--- config.mk ---
export PLATFORM = sky130hd
export DESIGN_NAME = usb_rw_sequencer_flat
export DESIGN_NICKNAME = d
export VERILOG_FILES = /design/src/rtl/usb_rw_sequencer_if.sv /design/src/rtl/usb_rw_sequencer.sv /design/src/flat_wrapper.sv
export SDC_FILE = /design/constraint.sdc
export NUM_CORES = 1
export LEC_CHECK = 0
export CORE_UTILIZATION = 47
export CTS_CLUSTER_DIAMETER = 60
export DETAILED_ROUTE_END_ITERATION = 8
export GPL_TIMING_DRIVEN = 0
export HOLD_SLACK_MARGIN = 0.15
export PLACE_DENSITY = 0.86
export SYNTH_ARGS = -nofsm -noshare
export SYNTH_HDL_FRONTEND = slang
export SYNTH_SLANG_ARGS = --single-unit
export TNS_END_PERCENT = 50
--- constraint.sdc ---
create_clock -name clk -period 3.2 [get_ports clk]
set_input_delay 0.32 -clock clk [delete_from_list [all_inputs] [get_ports clk]]
set_output_delay 0.32 -clock clk [all_outputs]
set_load 0.05 [all_outputs]
--- src/rtl/usb_rw_sequencer_if.sv ---
// Bundles the host request/response handshake and the protocol-FSM command bus.
// slave is the sequencer's view; master is the surrounding host + protocol FSM.
interface usb_rw_sequencer_if;
  logic        req_valid;
  logic        req_ready;
  logic        req_write;
  logic [15:0] req_addr;
  logic [63:0] req_wdata;

  logic        resp_valid;
  logic        resp_ok;
  logic [1:0]  resp_err;
  logic [63:0] resp_rdata;

  logic        proto_send_in;
  logic        proto_input_ready;
  logic [63:0] proto_data;
  logic [6:0]  proto_addr;
  logic [3:0]  proto_endp;
  logic        proto_free;
  logic        proto_cancel;
  logic        proto_recv_ready;
  logic [63:0] proto_data_recv;

  modport slave (
    input  req_valid, req_write, req_addr, req_wdata,
    output req_ready,
    output resp_valid, resp_ok, resp_err, resp_rdata,
    output proto_send_in, proto_input_ready, proto_data, proto_addr, proto_endp,
    input  proto_free, proto_cancel, proto_recv_ready, proto_data_recv
  );

  modport master (
    output req_valid, req_write, req_addr, req_wdata,
    input  req_ready,
    input  resp_valid, resp_ok, resp_err, resp_rdata,
    input  proto_send_in, proto_input_ready, proto_data, proto_addr, proto_endp,
    output proto_free, proto_cancel, proto_recv_ready, proto_data_recv
  );
endinterface

--- src/rtl/usb_rw_sequencer.sv ---
// Turns one host memory request into an address OUT followed by a data OUT/IN,
// with a shared retry budget, a per-wait watchdog and exactly one response.
module usb_rw_sequencer #(
  parameter logic [6:0]  DEV_ADDR    = 7'd5,
  parameter logic [3:0]  ADDR_ENDP   = 4'd4,
  parameter logic [3:0]  DATA_ENDP   = 4'd8,
  parameter int unsigned MAX_RETRY   = 2,
  parameter int unsigned WDOG_CYCLES = 4096
) (
  input  logic              clk,
  input  logic              rst,
  usb_rw_sequencer_if.slave bus
);

  localparam int unsigned WdogW  = (WDOG_CYCLES > 2) ? $clog2(WDOG_CYCLES) : 1;
  localparam int unsigned RetryW = (MAX_RETRY > 0) ? $clog2(MAX_RETRY + 1) : 1;
  localparam logic [WdogW-1:0]  WdogLast = WdogW'(WDOG_CYCLES - 1);
  localparam logic [RetryW-1:0] RetryMax = RetryW'(MAX_RETRY);
  localparam logic [1:0] ErrNone  = 2'd0;
  localparam logic [1:0] ErrRetry = 2'd1;
  localparam logic [1:0] ErrWdog  = 2'd2;

  typedef enum logic [2:0] {
    StIdle,
    StAIssue,
    StAWait,
    StDIssue,
    StDWait,
    StResp
  } state_e;

  state_e             r_state;
  logic               r_write;
  logic [15:0]        r_addr;
  logic [63:0]        r_wdata;
  logic [RetryW-1:0]  r_retry_cnt;
  logic [WdogW-1:0]   r_wdog;
  logic               r_first;
  logic               r_ok;
  logic [1:0]         r_err;
  logic [63:0]        r_rdata;

  state_e             w_state_next;
  logic [RetryW-1:0]  w_retry_next;
  logic [WdogW-1:0]   w_wdog_next;
  logic [WdogW-1:0]   w_wdog_inc;
  logic               w_first_next;
  logic               w_ok_next;
  logic [1:0]         w_err_next;
  logic [63:0]        w_rdata_next;
  logic               w_issue;
  logic               w_can_retry;
  logic               w_wdog_hit;
  logic               w_accept;
  logic               w_aphase;
  logic               w_dphase;
  logic               w_resp;

  assign w_accept    = bus.req_valid && (r_state == StIdle);
  assign w_can_retry = (r_retry_cnt < RetryMax);
  assign w_wdog_hit  = (r_wdog == WdogLast);
  // Saturating count; the hit check leaves the wait state before it could wrap.
  assign w_wdog_inc  = w_wdog_hit ? r_wdog : r_wdog + WdogW'(1);

  always_comb begin
    w_state_next = r_state;
    w_retry_next = r_retry_cnt;
    w_wdog_next  = r_wdog;
    w_first_next = 1'b0;
    w_ok_next    = r_ok;
    w_err_next   = r_err;
    w_rdata_next = r_rdata;
    w_issue      = 1'b0;

    unique case (r_state)
      StIdle: begin
        if (w_accept) begin
          w_state_next = StAIssue;
          w_retry_next = '0;
          w_ok_next    = 1'b0;
          w_err_next   = ErrNone;
          w_rdata_next = '0;
        end
      end
      StAIssue: begin
        if (bus.proto_free) begin
          w_issue      = 1'b1;
          w_wdog_next  = '0;
          w_first_next = 1'b1;
          w_state_next = StAWait;
        end
      end
      StAWait: begin
        if (bus.proto_cancel) begin
          if (w_can_retry) begin
            w_retry_next = r_retry_cnt + RetryW'(1);
            w_state_next = StAIssue;
          end else begin
            w_ok_next    = 1'b0;
            w_err_next   = ErrRetry;
            w_rdata_next = '0;
            w_state_next = StResp;
          end
        end else if (bus.proto_free && !r_first) begin
          w_state_next = StDIssue;
        end else if (w_wdog_hit) begin
          w_ok_next    = 1'b0;
          w_err_next   = ErrWdog;
          w_rdata_next = '0;
          w_state_next = StResp;
        end else begin
          w_wdog_next = w_wdog_inc;
        end
      end
      StDIssue: begin
        if (bus.proto_free) begin
          w_issue      = 1'b1;
          w_wdog_next  = '0;
          w_first_next = 1'b1;
          w_state_next = StDWait;
        end
      end
      StDWait: begin
        if (!r_write && bus.proto_recv_ready) begin
          w_ok_next    = 1'b1;
          w_err_next   = ErrNone;
          w_rdata_next = bus.proto_data_recv;
          w_state_next = StResp;
        end else if (bus.proto_cancel) begin
          if (w_can_retry) begin
            w_retry_next = r_retry_cnt + RetryW'(1);
            w_state_next = StDIssue;
          end else begin
            w_ok_next    = 1'b0;
            w_err_next   = ErrRetry;
            w_rdata_next = '0;
            w_state_next = StResp;
          end
        end else if (r_write && bus.proto_free && !r_first) begin
          w_ok_next    = 1'b1;
          w_err_next   = ErrNone;
          w_rdata_next = '0;
          w_state_next = StResp;
        end else if (w_wdog_hit) begin
          w_ok_next    = 1'b0;
          w_err_next   = ErrWdog;
          w_rdata_next = '0;
          w_state_next = StResp;
        end else begin
          w_wdog_next = w_wdog_inc;
        end
      end
      StResp: begin
        w_state_next = StIdle;
      end
      default: begin
        w_state_next = StIdle;
      end
    endcase
  end

  always_ff @(posedge clk) begin
    if (rst) begin
      r_state     <= StIdle;
      r_write     <= 1'b0;
      r_addr      <= '0;
      r_wdata     <= '0;
      r_retry_cnt <= '0;
      r_wdog      <= '0;
      r_first     <= 1'b0;
      r_ok        <= 1'b0;
      r_err       <= ErrNone;
      r_rdata     <= '0;
    end else begin
      r_state     <= w_state_next;
      r_retry_cnt <= w_retry_next;
      r_wdog      <= w_wdog_next;
      r_first     <= w_first_next;
      r_ok        <= w_ok_next;
      r_err       <= w_err_next;
      r_rdata     <= w_rdata_next;
      if (w_accept) begin
        r_write <= bus.req_write;
        r_addr  <= bus.req_addr;
        r_wdata <= bus.req_wdata;
      end
    end
  end

  assign w_aphase = (r_state == StAIssue) || (r_state == StAWait);
  assign w_dphase = (r_state == StDIssue) || (r_state == StDWait);
  assign w_resp   = (r_state == StResp);

  assign bus.req_ready  = (r_state == StIdle) && !rst;
  assign bus.resp_valid = w_resp;
  assign bus.resp_ok    = w_resp && r_ok;
  assign bus.resp_err   = w_resp ? r_err : ErrNone;
  assign bus.resp_rdata = w_resp ? r_rdata : '0;

  // The protocol FSM muxes its datapath on send_in, so it stays up across the data wait.
  assign bus.proto_send_in     = w_dphase && !r_write;
  assign bus.proto_input_ready = w_issue && !rst;
  assign bus.proto_addr        = DEV_ADDR;
  assign bus.proto_data        = w_aphase             ? {48'h0, r_addr} :
                                 (w_dphase && r_write) ? r_wdata         : '0;
  assign bus.proto_endp        = w_aphase ? ADDR_ENDP :
                                 w_dphase ? DATA_ENDP : 4'd0;

endmodule

--- src/flat_wrapper.sv ---
// flat-port wrapper written by rule: the top's interface ports become plain ports
module usb_rw_sequencer_flat 
#(
  parameter logic [6:0]  DEV_ADDR    = 7'd5,
  parameter logic [3:0]  ADDR_ENDP   = 4'd4,
  parameter logic [3:0]  DATA_ENDP   = 4'd8,
  parameter int unsigned MAX_RETRY   = 2,
  parameter int unsigned WDOG_CYCLES = 4096
)
  (clk, rst, bus_req_valid, bus_req_write, bus_req_addr, bus_req_wdata, bus_req_ready, bus_resp_valid, bus_resp_ok, bus_resp_err, bus_resp_rdata, bus_proto_send_in, bus_proto_input_ready, bus_proto_data, bus_proto_addr, bus_proto_endp, bus_proto_free, bus_proto_cancel, bus_proto_recv_ready, bus_proto_data_recv);
  usb_rw_sequencer_if bus_i ();
  input  logic clk;
  input  logic rst;
  input wire logic [$bits(bus_i.req_valid)-1:0] bus_req_valid;
  input wire logic [$bits(bus_i.req_write)-1:0] bus_req_write;
  input wire logic [$bits(bus_i.req_addr)-1:0] bus_req_addr;
  input wire logic [$bits(bus_i.req_wdata)-1:0] bus_req_wdata;
  output wire logic [$bits(bus_i.req_ready)-1:0] bus_req_ready;
  output wire logic [$bits(bus_i.resp_valid)-1:0] bus_resp_valid;
  output wire logic [$bits(bus_i.resp_ok)-1:0] bus_resp_ok;
  output wire logic [$bits(bus_i.resp_err)-1:0] bus_resp_err;
  output wire logic [$bits(bus_i.resp_rdata)-1:0] bus_resp_rdata;
  output wire logic [$bits(bus_i.proto_send_in)-1:0] bus_proto_send_in;
  output wire logic [$bits(bus_i.proto_input_ready)-1:0] bus_proto_input_ready;
  output wire logic [$bits(bus_i.proto_data)-1:0] bus_proto_data;
  output wire logic [$bits(bus_i.proto_addr)-1:0] bus_proto_addr;
  output wire logic [$bits(bus_i.proto_endp)-1:0] bus_proto_endp;
  input wire logic [$bits(bus_i.proto_free)-1:0] bus_proto_free;
  input wire logic [$bits(bus_i.proto_cancel)-1:0] bus_proto_cancel;
  input wire logic [$bits(bus_i.proto_recv_ready)-1:0] bus_proto_recv_ready;
  input wire logic [$bits(bus_i.proto_data_recv)-1:0] bus_proto_data_recv;
  assign bus_i.req_valid = bus_req_valid;
  assign bus_i.req_write = bus_req_write;
  assign bus_i.req_addr = bus_req_addr;
  assign bus_i.req_wdata = bus_req_wdata;
  assign bus_req_ready = bus_i.req_ready;
  assign bus_resp_valid = bus_i.resp_valid;
  assign bus_resp_ok = bus_i.resp_ok;
  assign bus_resp_err = bus_i.resp_err;
  assign bus_resp_rdata = bus_i.resp_rdata;
  assign bus_proto_send_in = bus_i.proto_send_in;
  assign bus_proto_input_ready = bus_i.proto_input_ready;
  assign bus_proto_data = bus_i.proto_data;
  assign bus_proto_addr = bus_i.proto_addr;
  assign bus_proto_endp = bus_i.proto_endp;
  assign bus_i.proto_free = bus_proto_free;
  assign bus_i.proto_cancel = bus_proto_cancel;
  assign bus_i.proto_recv_ready = bus_proto_recv_ready;
  assign bus_i.proto_data_recv = bus_proto_data_recv;
  usb_rw_sequencer #(.DEV_ADDR(DEV_ADDR), .ADDR_ENDP(ADDR_ENDP), .DATA_ENDP(DATA_ENDP), .MAX_RETRY(MAX_RETRY), .WDOG_CYCLES(WDOG_CYCLES)) u_core (.clk(clk), .rst(rst), .bus(bus_i));
endmodule
==> flow_metrics.tcl <==
set metrics [dict create \
    power_density_nw_per_um2 472 \
    dpl_cell_area_um2 10500 \
    crit_cells 6 \
    ys_ff_latch 166 \
    arrival_ps 2800 \
    drt_iter0_drc 502 \
    mostFrequentLayoutCells "nand2_1 (175), dfxtp_1 (166), clkdlybuf4s50_1 (152), and3_1 (119), a21oi_1 (104)" \
    htreeDepth 4 \
    dpl.hpwl_mm 17.8 \
    ant_nets 0 \
    crit_chain "buf_2 -> buf_2 -> clkbuf_1 -> clkbuf_1 -> nor4_1 -> clkdlybuf4s50_1" \
    cts.clk_slew.worst_paths_ps 60 \
    root_buffer "clkbuf_16" \
    synth_edf_count 0 \
    startpoint "u_core.r_state[0]$_SDFFE_PP0P_" \
    wirelength_mm 24.5 \
    gp_congestion 0.902 \
    hold_violations 0 \
    cts_tree "built" \
    synth_top_area_cell "dfxtp_1" \
    ir_drop_uv 407 \
    port_buffers 287 \
    core_area_um2 15300 \
    period_needed_ps 3120 \
    start_kind "register" \
    cts_setup_buffers 0 \
    drt_first_pass_iters 5 \
    path_max_fanout 10 \
    ys_seq_area_share_pct 45.2 \
    reg2reg_from "u_core.r_state[2]$_SDFFE_PP0P_" \
    vias 7787 \
    cts_buffer_depth 2 \
    pin_count 297 \
    cts_sinks 166 \
    regArea_um2 3320 \
    post-route-period-util_pct 97.4 \
    endpoint "bus_req_ready" \
    tns_ps 0 \
    r2r_cells 7 \
    multi_input_area_um2 3620 \
    mostFrequentLayoutCell "nand2_1" \
    synth_top_area_share_pct 45.2 \
    fmax_mhz 321 \
    synth_cell_type_count 60 \
    drv_cap 0 \
    synth_area_leaders "dfxtp_1 (45%), and3_1 (10%), a22o_1 (9.2%), nand2_1 (8.9%), a21oi_1 (7.1%)" \
    fin_nets 1353 \
    tightest_slew_ps 854 \
    synthArstFlopShare_pct 0 \
    ys.warnings.count 0 \
    totalPowerFinal_mw 5.10 \
    final_area_um2 10800 \
    status "finished, final reports clean" \
    dieHeight_um 127 \
    critPathCaptureType "output port" \
    grt_max_degree 17 \
    grt_pass1_vias 7399 \
    grt_overflow 0 \
    die_width_um 127 \
    criticalPathCategory "register to output port" \
    leakage_nw 4.94 \
    r2r-end "u_core.r_ok$_SDFFE_PP0P_" \
    postCtsHoldBufs 0 \
    cpMaxStageDelayCell "clkdlybuf4s50_1" \
    cpLargestDelayFamily "buffers and inverters" \
    clock_latency_ps 430 \
    via_per_inst 5.46 \
    drc 0 \
    netlist_instances 888 \
    cts_inserted_buffers 17 \
    slew_headroom_pct 42.9 \
    grt_pass1_wl_mm 37.7 \
    hp-start "bus_req_addr[0]" \
    rsz0062_at_grt "yes" \
    critical-path-max-stage-delay_ps 750 \
    synth_flop_cell "dfxtp_1" \
    area_delta_synth_final_pct 46.8 \
    skew_ps 10.4 \
    maxSlewViolCount 0 \
    syn_area_per_cell_um2 8.29 \
    hold_class "input port to register" \
    antenna_found_initial 0 \
    antenna_cells 0 \
    core.rowCount 45 \
    syn_area_um2 7360 \
    crit_required_ps 2880 \
    grt_use_total_pct 29.7 \
    fillCellCount 1258 \
    cp_num_buf_inv 5 \
    initial_core_util_pct 48.2 \
    drive_above_1_share_pct 13.0 \
    post_drt_wl_per_cell_um 17.2 \
    die-area_um2 16200 \
    r2r_setup_slack_ps 860 \
    setup-violations-final 0 \
]
-- routing by layer --
layer	GRT usage, %	wire (µm)	vias to the layer above
met5	0	0	-
met3	9.76	2040	59
met4	13.7	943	0
met2	51.5	11700	324
li1	-	-	3777
met1	33.0	9760	3627
-- cells by family after synthesis --
family          Yosys count  share of synthesized area (%)
flops                   166                           45.2
fa+ha+maj                 1                          0.170
compound gates          243                           22.6
buf+inv                  98                           6.14
other cells               2                          0.102
simple gates            376                           25.6
xor+xnor                  2                          0.238
-- layout make-up --
cell class / count / area share [%]
flip-flops and latches: 166 / 30.8
repair buffers: 287 / 23.4
clock buffers: 22 / 4.39
well taps: 211 / 2.44
plain buffers: 94 / 4.08
inverters: 4 / 0.139
multi-input cells: 631 / 33.5
clock inverters: 10 / 1.33
-- cell usage after synthesis, types with 4 or more instances --
master and instances:
nand4_1 6, nor4_1 4, nor2_1 20, o21a_1 8, inv_1 4, a22o_1 77
buf_4 16, nand3_1 7, nor3_1 6, nor2b_1 6, a31o_2 9, and3_1 119
o21ai_0 9, clkbuf_1 63, or3_1 5, nand2b_1 5, a21oi_1 104, and2_1 4
nand2_1 175, buf_2 13, dfxtp_1 166
-- worst min path at each step --
stage	end	slack [ps]	cells after the start
after floorplan	u_core.r_wdata[63]$_SDFFE_PP0P_	430	2
after global placement	u_core.r_wdata[63]$_SDFFE_PP0P_	440	2
after detailed placement	u_core.r_wdata[39]$_SDFFE_PP0P_	440	2
after CTS	u_core.r_addr[0]$_SDFFE_PP0P_	430	3
after global routing	u_core.r_addr[0]$_SDFFE_PP0P_	420	3
final	u_core.r_addr[0]$_SDFFE_PP0P_	440	3
-- sequential cells by signal (all words and copies together) (netlist names) --
name	count
u_core.r_rdata	64
u_core.r_retry_cnt	2
u_core.r_ok	1
u_core.r_err	2
u_core.r_state	3
u_core.r_first	1
u_core.r_write	1
u_core.r_wdata	64
u_core.r_wdog	12
u_core.r_addr	16
-- worst reg2reg max path: stages (launching register included) --
cell     delay (ps)
dfxtp_1         400
buf_2           240
buf_2           260
xor2_1          710
nand2_1         110
nor3_1          280
a21oi_1         110
a21oi_1         150
-- report_power, final --
part	internal (mW)	leakage [nW]	switching, mW
Sequential	2.15	1.35	0.0419
Clock	1.30	0.293	0.839
Combinational	0.328	3.30	0.447
Total	3.77	4.94	1.33
-- metrics by stage --
step                hold WS [ps]  instances  setup WS, ps  util [%]
floorplan                    432        895           395         -
global placement             437       1393         -42.2      69.0
detailed placement           443       1393         -41.2      69.0
CTS                          426       1425         -1.22      72.3
global route                 423       1425         -52.2      70.8
finish                       435       1425          81.9      70.8
-- what timing repair did --
| item | CTS | global route |
|---|---|---|
| endpoints found under the setup margin | 135 | 69 |
| resized for setup | 177 | 128 |
| endpoints found under the hold margin | 0 | 0 |
| pin swaps | 0 | 0 |
Power figures use the tool's default switching activity.
